**config.mk**
```make
export PLATFORM = sky130hd
export DESIGN_NAME = jtag_tap_master
export DESIGN_NICKNAME = d
export VERILOG_FILES = /design/src/rtl/tap_pkg.sv /design/src/rtl/tap_state_mirror.sv /design/src/rtl/jtag_tap_master.sv
export SDC_FILE = /design/constraint.sdc
export NUM_CORES = 1
export LEC_CHECK = 0
export ABC_CLOCK_PERIOD_IN_PS = 3300
export CAP_MARGIN = 10
export CORE_MARGIN = 2
export CORE_UTILIZATION = 53
export DETAILED_ROUTE_END_ITERATION = 12
export PLACE_DENSITY = 0.8
export SLEW_MARGIN = 20
export SYNTH_ARGS = -nofsm -noshare
export SYNTH_HDL_FRONTEND = slang
export SYNTH_HIERARCHICAL = 1
export SYNTH_SLANG_ARGS = --single-unit
```
**constraint.sdc**
```tcl
create_clock -name TCK -period 3.3 [get_ports TCK]
set_clock_uncertainty 0.05 [all_clocks]
set_input_delay 0.66 -clock TCK [delete_from_list [all_inputs] [get_ports TCK]]
set_output_delay 0.66 -clock TCK [all_outputs]
set_load 0.05 [all_outputs]
```
**src/rtl/tap_pkg.sv**
```systemverilog
// Shared JTAG definitions: TAP state encoding, IR opcodes and master command opcodes.
// Used by the TAP master and by the TAP target.
package tap_pkg;

  // IEEE 1149.1 controller states, 0..15
  typedef enum logic [3:0] {
    TapTlr      = 4'd0,
    TapIdle     = 4'd1,
    TapSelDr    = 4'd2,
    TapCapDr    = 4'd3,
    TapShiftDr  = 4'd4,
    TapExit1Dr  = 4'd5,
    TapPauseDr  = 4'd6,
    TapExit2Dr  = 4'd7,
    TapUpdateDr = 4'd8,
    TapSelIr    = 4'd9,
    TapCapIr    = 4'd10,
    TapShiftIr  = 4'd11,
    TapExit1Ir  = 4'd12,
    TapPauseIr  = 4'd13,
    TapExit2Ir  = 4'd14,
    TapUpdateIr = 4'd15
  } tap_state_e;

  typedef enum logic [1:0] {
    OpRunTest = 2'b00,
    OpIrScan  = 2'b01,
    OpDrScan  = 2'b10,
    OpTapRst  = 2'b11
  } cmd_op_e;

  localparam logic [2:0] IrExtest        = 3'b000;
  localparam logic [2:0] IrSamplePreload = 3'b001;
  localparam logic [2:0] IrIntest        = 3'b010;
  localparam logic [2:0] IrBypass        = 3'b111;

endpackage

```
**src/rtl/tap_state_mirror.sv**
```systemverilog
// Mirror of the target TAP controller: next-state function of (state, TMS) plus state register.
module tap_state_mirror
  import tap_pkg::*;
(
  input  logic       clk_i,
  input  logic       rst_i,
  input  logic       tms_i,
  output tap_state_e state_o
);

  tap_state_e state_q, state_d;

  // Standard TAP transition table
  always_comb begin
    state_d = state_q;
    unique case (state_q)
      TapTlr:      state_d = tms_i ? TapTlr      : TapIdle;
      TapIdle:     state_d = tms_i ? TapSelDr    : TapIdle;
      TapSelDr:    state_d = tms_i ? TapSelIr    : TapCapDr;
      TapCapDr:    state_d = tms_i ? TapExit1Dr  : TapShiftDr;
      TapShiftDr:  state_d = tms_i ? TapExit1Dr  : TapShiftDr;
      TapExit1Dr:  state_d = tms_i ? TapUpdateDr : TapPauseDr;
      TapPauseDr:  state_d = tms_i ? TapExit2Dr  : TapPauseDr;
      TapExit2Dr:  state_d = tms_i ? TapUpdateDr : TapShiftDr;
      TapUpdateDr: state_d = tms_i ? TapSelDr    : TapIdle;
      TapSelIr:    state_d = tms_i ? TapTlr      : TapCapIr;
      TapCapIr:    state_d = tms_i ? TapExit1Ir  : TapShiftIr;
      TapShiftIr:  state_d = tms_i ? TapExit1Ir  : TapShiftIr;
      TapExit1Ir:  state_d = tms_i ? TapUpdateIr : TapPauseIr;
      TapPauseIr:  state_d = tms_i ? TapExit2Ir  : TapPauseIr;
      TapExit2Ir:  state_d = tms_i ? TapUpdateIr : TapShiftIr;
      TapUpdateIr: state_d = tms_i ? TapSelDr    : TapIdle;
    endcase
  end

  // State register, reset lands in Test-Logic-Reset
  always_ff @(posedge clk_i or posedge rst_i) begin
    if (rst_i) begin
      state_q <= TapTlr;
    end else begin
      state_q <= state_d;
    end
  end

  assign state_o = state_q;

endmodule

```
**src/rtl/jtag_tap_master.sv**
```systemverilog
// JTAG TAP master: turns host scan commands into TMS/TDI sequences, captures TDO.
// Optional: `TAP_MASTER_RST_SEQ_EN enables a TMS=1 reset sequence after TRST release.
module jtag_tap_master
  import tap_pkg::*;
#(
  parameter int unsigned MAX_LEN    = 16,
  parameter int unsigned LEN_W      = $clog2(MAX_LEN + 1),
  parameter int unsigned IR_LEN     = 3,
  parameter int unsigned RST_CYCLES = 5
) (
  input  logic               TCK,
  input  logic               TRST,
  input  logic               cmd_valid,
  output logic               cmd_ready,
  input  logic [1:0]         cmd_op,
  input  logic [LEN_W-1:0]   cmd_len,
  input  logic [MAX_LEN-1:0] cmd_data,
  output logic               resp_valid,
  output logic [MAX_LEN-1:0] resp_data,
  output logic               TMS,
  output logic               TDI,
  input  logic               TDO,
  output logic [3:0]         tap_state
);

  localparam int unsigned IDX_W = (MAX_LEN > 1) ? $clog2(MAX_LEN) : 1;
  localparam int unsigned CNT_W = $clog2(MAX_LEN + RST_CYCLES + 2);

  typedef enum logic [2:0] {
    StInit,
    StIdle,
    StRunTest,
    StScan,
    StTapRst
  } ctrl_e;

  ctrl_e              ctrl_q, ctrl_d;
  cmd_op_e            op_q, op_d;
  logic [LEN_W-1:0]   len_q, len_d;
  logic [MAX_LEN-1:0] data_q, data_d;
  logic [CNT_W-1:0]   cnt_q, cnt_d;
  logic [MAX_LEN-1:0] resp_q, resp_d;
  logic               resp_valid_q, resp_valid_d;

  tap_state_e         mirror_state;
  logic               tms_int, tdi_int;
  logic [LEN_W-1:0]   len_clamp;
  logic [IDX_W-1:0]   bit_idx;
  logic [31:0]        cnt32, len32;
  logic               last_bit;

  tap_state_mirror u_mirror (
    .clk_i   (TCK),
    .rst_i   (TRST),
    .tms_i   (tms_int),
    .state_o (mirror_state)
  );

  assign bit_idx  = cnt_q[IDX_W-1:0];
  assign cnt32    = 32'(cnt_q);
  assign len32    = 32'(len_q);
  assign last_bit = (cnt32 + 32'd1 == len32);

  // Effective length of an incoming command: clamp, and default IR length for IR len 0
  always_comb begin
    len_clamp = cmd_len;
    if (32'(cmd_len) > MAX_LEN) begin
      len_clamp = LEN_W'(MAX_LEN);
    end
    if ((cmd_op == OpIrScan) && (cmd_len == '0)) begin
      len_clamp = LEN_W'(IR_LEN);
    end
  end

  // Controller next state and Moore TMS/TDI decode from registered state
  always_comb begin
    ctrl_d       = ctrl_q;
    op_d         = op_q;
    len_d        = len_q;
    data_d       = data_q;
    cnt_d        = cnt_q;
    resp_d       = resp_q;
    resp_valid_d = 1'b0;
    tms_int      = 1'b0;
    tdi_int      = 1'b0;
    unique case (ctrl_q)
      StInit: begin
`ifdef TAP_MASTER_RST_SEQ_EN
        if (cnt32 < RST_CYCLES) begin
          tms_int = 1'b1;
          cnt_d   = cnt_q + CNT_W'(1);
        end else begin
          ctrl_d = StIdle;
          cnt_d  = '0;
        end
`else
        ctrl_d = StIdle;
`endif
      end
      StIdle: begin
        if (cmd_valid) begin
          op_d   = cmd_op_e'(cmd_op);
          len_d  = len_clamp;
          data_d = cmd_data;
          cnt_d  = '0;
          resp_d = '0;
          unique case (cmd_op_e'(cmd_op))
            OpRunTest: ctrl_d = StRunTest;
            OpIrScan:  ctrl_d = StScan;
            OpDrScan:  ctrl_d = StScan;
            OpTapRst:  ctrl_d = StTapRst;
          endcase
        end
      end
      StRunTest: begin
        if ((len_q == '0) || last_bit) begin
          resp_valid_d = 1'b1;
          ctrl_d       = StIdle;
          cnt_d        = '0;
        end else begin
          cnt_d = cnt_q + CNT_W'(1);
        end
      end
      StTapRst: begin
        // Hold TMS high until the count is done and the mirror is in Test-Logic-Reset
        if ((cnt32 < RST_CYCLES) || (mirror_state != TapTlr)) begin
          tms_int = 1'b1;
          if (cnt32 < RST_CYCLES) begin
            cnt_d = cnt_q + CNT_W'(1);
          end
        end else begin
          resp_valid_d = 1'b1;
          ctrl_d       = StIdle;
          cnt_d        = '0;
        end
      end
      StScan: begin
        case (mirror_state)
          TapIdle:  tms_int = 1'b1;
          TapSelDr: tms_int = (op_q == OpIrScan);
          TapSelIr: tms_int = 1'b0;
          TapCapDr, TapCapIr: tms_int = (len_q == '0);
          TapShiftDr, TapShiftIr: begin
            tdi_int         = data_q[bit_idx];
            tms_int         = last_bit;
            resp_d[bit_idx] = TDO;
            cnt_d           = cnt_q + CNT_W'(1);
          end
          TapExit1Dr, TapExit1Ir: tms_int = 1'b1;
          TapUpdateDr, TapUpdateIr: begin
            tms_int      = 1'b0;
            resp_valid_d = 1'b1;
            ctrl_d       = StIdle;
            cnt_d        = '0;
          end
          default: tms_int = 1'b1;
        endcase
      end
      default: ctrl_d = StInit;
    endcase
  end

  // Command, counter and response registers
  always_ff @(posedge TCK or posedge TRST) begin
    if (TRST) begin
      ctrl_q       <= StInit;
      op_q         <= OpRunTest;
      len_q        <= '0;
      data_q       <= '0;
      cnt_q        <= '0;
      resp_q       <= '0;
      resp_valid_q <= 1'b0;
    end else begin
      ctrl_q       <= ctrl_d;
      op_q         <= op_d;
      len_q        <= len_d;
      data_q       <= data_d;
      cnt_q        <= cnt_d;
      resp_q       <= resp_d;
      resp_valid_q <= resp_valid_d;
    end
  end

  // TRST forces TMS high even before the controller has a chance to decode it
  assign TMS        = TRST | tms_int;
  assign TDI        = tdi_int;
  assign cmd_ready  = (ctrl_q == StIdle);
  assign resp_valid = resp_valid_q;
  assign resp_data  = resp_q;
  assign tap_state  = mirror_state;

endmodule
```
# --- Word level (Yosys, flattened, before mapping) ---
# Index checks and enable logic that the tools add are counted.
word_totals:
  ff_bits: 52
  latchBits: 0
  ram_bits: 0
  rom_bits: 0
  elab_cells: 114
  memories: 0
op_classes:
  addsub: 2
  multipliers: 0
  div: 0
  order_cmp: 4
  n_eq_ne: 31
  shifts: 0
  muxes: 44
  bitwise_logic: 1
  reduce_logical: 24
ops:
  columns: ["operator", "count"]
  rows:
  - ["4-bit one-hot mux with 12 select lines", 1]
  - ["4-bit == test, second input constant", 8]
  - ["16-bit two-way mux", 2]
  - ["16-bit one-hot mux with 2 select lines", 1]
  - ["5-bit two-way mux", 6]
  - ["5-bit one-hot mux with 4 select lines", 1]
  - ["3-bit two-way mux", 6]
  - ["16-bit bitwise mux", 1]
  - ["4-bit by 3-bit == test with 1-bit output, second input constant", 4]
  - ["4-bit two-way mux", 4]
  - ["3-bit one-hot mux with 5 select lines", 1]
  - ["2-bit OR reduction", 6]
  - ["1-bit two-way mux", 11]
  - ["5-bit logical NOT", 2]
  - ["2-bit inequality test, second input constant", 5]
  - ["5-bit one-hot mux with 2 select lines", 1]
  - ["3-bit one-hot mux with 3 select lines", 1]
  - ["4-bit by 2-bit == test with 1-bit output, second input constant", 2]
  - ["4-bit AND reduction", 2]
  - ["4-bit nonzero test", 2]
  - ["5-bit by 1-bit adder with 6-bit output, second input constant", 1]
  - ["3-bit by 2-bit == test with 1-bit output, second input constant", 2]
  - ["6-bit by 5-bit == test with 1-bit output", 1]
  - ["2-bit two-way mux", 3]
  - ["other kinds (26)", 32]

# --- Longest topological paths before layout ---
depth:
  ltp_word: 7
  ltp_mapped: 11
  ltp_nobuf: 9

# --- Cells and area by module ---
# The synthesis kept the hierarchy.
by_module_without_submodules:
  columns: ["module", "n_inst", "cells_each", "area_each_um2"]
  rows:
  - ["jtag_tap_master", 1, 260, 2688.8]
  - ["tap_state_mirror", 1, 38, 312.8]

# --- Least setup slack after synthesis ---
# Ideal clock, no wire load.
synth_path:
  kind: "in2out"
  startpoint: "input TRST"
  endpoint: "output TMS"
  arrival_time_ns: 2.308
  t_required_ns: 2.590
  setup_slack_ns: 0.282
  cell_stages: 2
  n_path_buf: 0
  cell_sequence: "inv_1 -> nand2b_1"
synth_between:
  elab_chain_cells: 1
synth_lines:
  columns: ["item", "line", "rtl"]
  rows:
  - ["from (decl)", "jtag_tap_master.sv:12", "input logic TRST,"]
  - ["1-bit OR", "jtag_tap_master.sv:185", "assign TMS = TRST | tms_int;"]
  - ["to (decl)", "jtag_tap_master.sv:20", "output logic TMS,"]
# Every way passes these cells.

# --- Final worst setup path ---
layout_path:
  startpoint: "register cnt_q[0]"
  endpoint: "output TMS"
layout_between:
  elab_chain_cells: 5
  word_cells_on_any_way: 8
  cone_classes: "add/sub: 1; order compare: 1; eq/ne: 1; mux: 3; bitwise: 1; reduce/logical: 1"
layout_lines:
  columns: ["item", "line", "rtl"]
  rows:
  - ["from (decl)", "jtag_tap_master.sv:41", "logic [CNT_W-1:0] cnt_q, cnt_d;"]
  - ["from (signal assigned)", "jtag_tap_master.sv:178", "cnt_q <= cnt_d;"]
  - ["5-bit by 1-bit adder with 6-bit output / 5-bit by 3-bit < comparator with 1-bit output (equally long branches)", "jtag_tap_master.sv:62, jtag_tap_master.sv:126", null]
  - ["6-bit by 5-bit == test with 1-bit output / 1-bit logical OR (equally long branches)", "jtag_tap_master.sv:62, jtag_tap_master.sv:126", null]
  - ["1-bit one-hot mux with 4 select lines / 1-bit two-way mux (equally long branches)", "jtag_tap_master.sv:138, jtag_tap_master.sv:126", null]
  - ["1-bit one-hot mux with 2 select lines *", "jtag_tap_master.sv:86", "unique case (ctrl_q)"]
  - ["via tms_int", "jtag_tap_master.sv:46", "logic tms_int, tdi_int;"]
  - ["1-bit OR *", "jtag_tap_master.sv:185", null]
# The timed path passes the listed nets; every way through them passes the cells marked *.

==> results.md <==
- Num CTS Buffers: 5
- R2R Setup Slk: roughly 0.62 ns
- Worst-path cell chain: ha_1 -> nand3_2 -> xnor2_1 -> nor4_1 -> a221o_1 -> nand2b_1 -> buf_12
- Pleak: about 1.6 nW
- Initial DRC Count: 163
- EDFF count, synth: 0
- Top-count cell post-synth: dfrtp_1
- Crit-path slowest cell: nor4_1
- Worst-Skew Late Latency: 0.30 ns
- Cts repair resizes: 0
- P_sw: ~0.22 mW
- Global placer's final weighted congestion: 0.903
- Hold Crit Endpoint: op_q[1]$_DFFE_PP0P_
- Tot Pwr: between 1 and 1.5 mW
- Mapped Avg Cell Area: about 10 µm²
- Status: complete, no violations
- GRT Util Overall: 0.214
- Chip height: between 70 and 80 µm
- DRT Pass-1 Iters: 4
- Post-DR wirelength/cell: between 10 and 15 µm
- Syn_nets: about 330
- Number of vias per cell: approximately 5.7
- DP Cell Count: 411
- Via Count: about 2400
- Worst vdd ir: ~0.18 mV
- Row count: 27
- ANT cells: 0
- # IOs: 51
- Setup crit end kind: primary output
- Share of the synthesized area in the top cell type: 0.434
- Number of max-cap violations: 0
- Top post-synthesis cells by area: dfrtp_1 43%, mux2_2 6.8%, o21ai_0 6.3%
- Cells on Worst Hold Path: 2
- Post-route ant nets: 0
- P_int: a little over 0.8 mW
- Clk buf depth: 2
- Max Fclk: ~320 MHz
- Pin count of the biggest net entering global routing: 49
- Top Family by Delay on Critical Path: simple AND/OR/NAND/NOR gates
- Final worst-path cycle share: 0.934
- Fillers: ~450
- Post-route minimum period: between 3 and 4 ns
- Req. time, crit path: 2.59 ns
- Flip-flop and latch count after synthesis: 52
- Worst setup SP type: flop
- Worst reg2reg path depth: 9
- Multi-input gate area: between 1500 and 2000 µm²
- Final setup vio count: 0
- Number of global-route vias before repair: ~2300
- # Post-CTS Setup Buffers: 0
- Final Hold Viols: 0
- Post-DP Area: 3560 µm²
- Clk sinks: 52
- Clk pwr share: 0.323
- Area growth from synthesis to layout: 21.3%
- Core box area: between 5000 and 6000 µm²
- Yosys warns: 6
- Worst hold slack: about 0.44 ns
- Finished Layout Cells: around 420
- Cell area after layout: ~3600 µm²
- Total grt overflow: 0
- R2R Path End: u_mirror/state_o[1]$_DFF_PP0_
- RSZ-0062 raised after global routing: no
- Synth top cells by count: 52 x dfrtp_1, 38 x o21ai_0, 24 x nand2_1
- Switch share: 0.212
- Post-synth top area cell: dfrtp_1
- Synthesized cell area: between 3000 and 4000 µm²
- PwrDens: roughly 280 nW/µm²
- Reg area: 1300 µm²
- Die area: ~6300 µm²
- Setup TNS: 0 ns
- Final nets: 380
- Share of post-route cells with drive strength above 1: 0.168
- Hold_buf cts: 0
- Port Buffers: 50
- Clock slew at reported path FFs: around 0.080 ns
- Max H-tree Level: 2
- CP peak stage delay: roughly 0.46 ns
- Initial antenna violation count: 0
- Mapped Cells: around 300
- Die width: between 70 and 80 µm
- Worst hold start: op_q[1]$_DFFE_PP0P_
- Hold WC Path Type: flop to flop
- Final HPWL DP: 4.69 mm
- Crit Path Category: flop to primary output
- Crit path DAT: 2.37 ns
- Slew Limit Fails: 0
- CP Max Fanout: 6
- RR Startpoint: cnt_q[0]$_DFFE_PP0P_
- Combinational power share: 0.060
- Root Driver: clkbuf_8
- Sequential area share after synthesis: 0.434
- Worst-margin pin slew: about 0.6 ns
- Distinct cells, synth: 60
- First-pass GRT wire length: between 10 and 15 mm
- Initial core utilization: 0.548
- Share of power burned in registers: 0.617
- Post-Route WL: between 6 and 7 mm
- Ys async rst share: 1.00
- # DRC: 0
- TritonCTS clock tree: built
- Slew headroom: 0.601
- Crit path buf inv count: 1
- Top_reg_cell synth: dfrtp_1
## worst reg2reg max path: stages (launching register included)
cell      delay [ns]
dfrtp_1         0.45
ha_1            0.26
nand3_2         0.16
xnor2_1         0.17
nor4_1          0.46
a221o_1         0.27
buf_4           0.19
nand2b_1        0.16
o32ai_1         0.09
a211o_1         0.30
## placed cells by master, fill, tap and decap left out, drive strengths merged, types with 3 or more instances in the layout
master,n
mux4,5
o21ai,43
nor3,3
xnor2,7
a31oi,3
nand3,6
clkbuf,6
a21oi,18
clkdlybuf4s50,48
xor2,3
dfrtp,52
nor2,12
o31ai,7
mux2,18
inv,9
buf,15
nand2,25
a2bb2oi,3
o22ai,3
o211ai,3
nor2b,5
nand2b,10
ha,7
## per-layer routing
layer  routed length (µm)  track usage  vias to the layer above  part of all wire
met5                    0            0                        -                 0
met4                  102       0.0724                        0             0.016
met3                  272       0.0409                       10             0.044
met2                 2990        0.352                       76              0.48
met1                 2860        0.286                     1137              0.46
li1                     -            -                     1166                 -
## worst max path at each step
stage,from,end,slack (ns),cells after the start
global route,cnt_q[0]$_DFFE_PP0P_,TMS,0.03,8
global placement,cnt_q[0]$_DFFE_PP0P_,TMS,0.58,8
finish,cnt_q[0]$_DFFE_PP0P_,TMS,0.22,7
detailed placement,cnt_q[0]$_DFFE_PP0P_,TMS,0.54,8
CTS,cnt_q[0]$_DFFE_PP0P_,TMS,0.20,8
floorplan,TRST,TMS,0.28,2
## power groups by stage
stage	sequential [mW]	clock (mW)	combinational, mW
after global placement	0.651	0	0.0627
after CTS	0.639	0.340	0.0634
after detailed placement	0.651	0	0.0630
after global routing	0.639	0.373	0.0683
after floorplan	0.656	0	0.0152
final	0.639	0.335	0.0620
## metrics by stage
stage,utilization,setup WS (ns)
2_1_floorplan,-,0.282
3_3_place_gp,0.651,0.578
3_5_place_dp,0.651,0.543
4_1_cts,0.665,0.196
5_1_grt,0.665,0.0305
6_report,0.665,0.216
## cell type report
| class | count | share of cell area |
|---|---|---|
| clock buffers | 6 | 0.0199 |
| multi-input cells | 215 | 0.421 |
| flip-flops and latches | 52 | 0.358 |
| clock inverters | 1 | 0.00138 |
| inverters | 9 | 0.00928 |
| repair buffers | 63 | 0.166 |
| well taps | 72 | 0.0248 |
## flip-flops by register name, indices dropped and copies added (netlist names)
signal / flops
cnt_q: 5
len_q: 5
resp_valid: 1
u_mirror/state_o: 4
op_q: 2
resp_data: 16
data_q: 16
ctrl_q: 3
## cell families after synthesis
group	share of synthesized area
multiplexers	0.108
flip-flops	0.434
buffers and inverters	0.0563
AO/OA/AOI/OAI	0.199
AND/OR/NAND/NOR	0.144
XOR/XNOR	0.0292
adder cells (fa/ha/maj)	0.0292
Note: power is estimated with default switching activity, not from simulation.
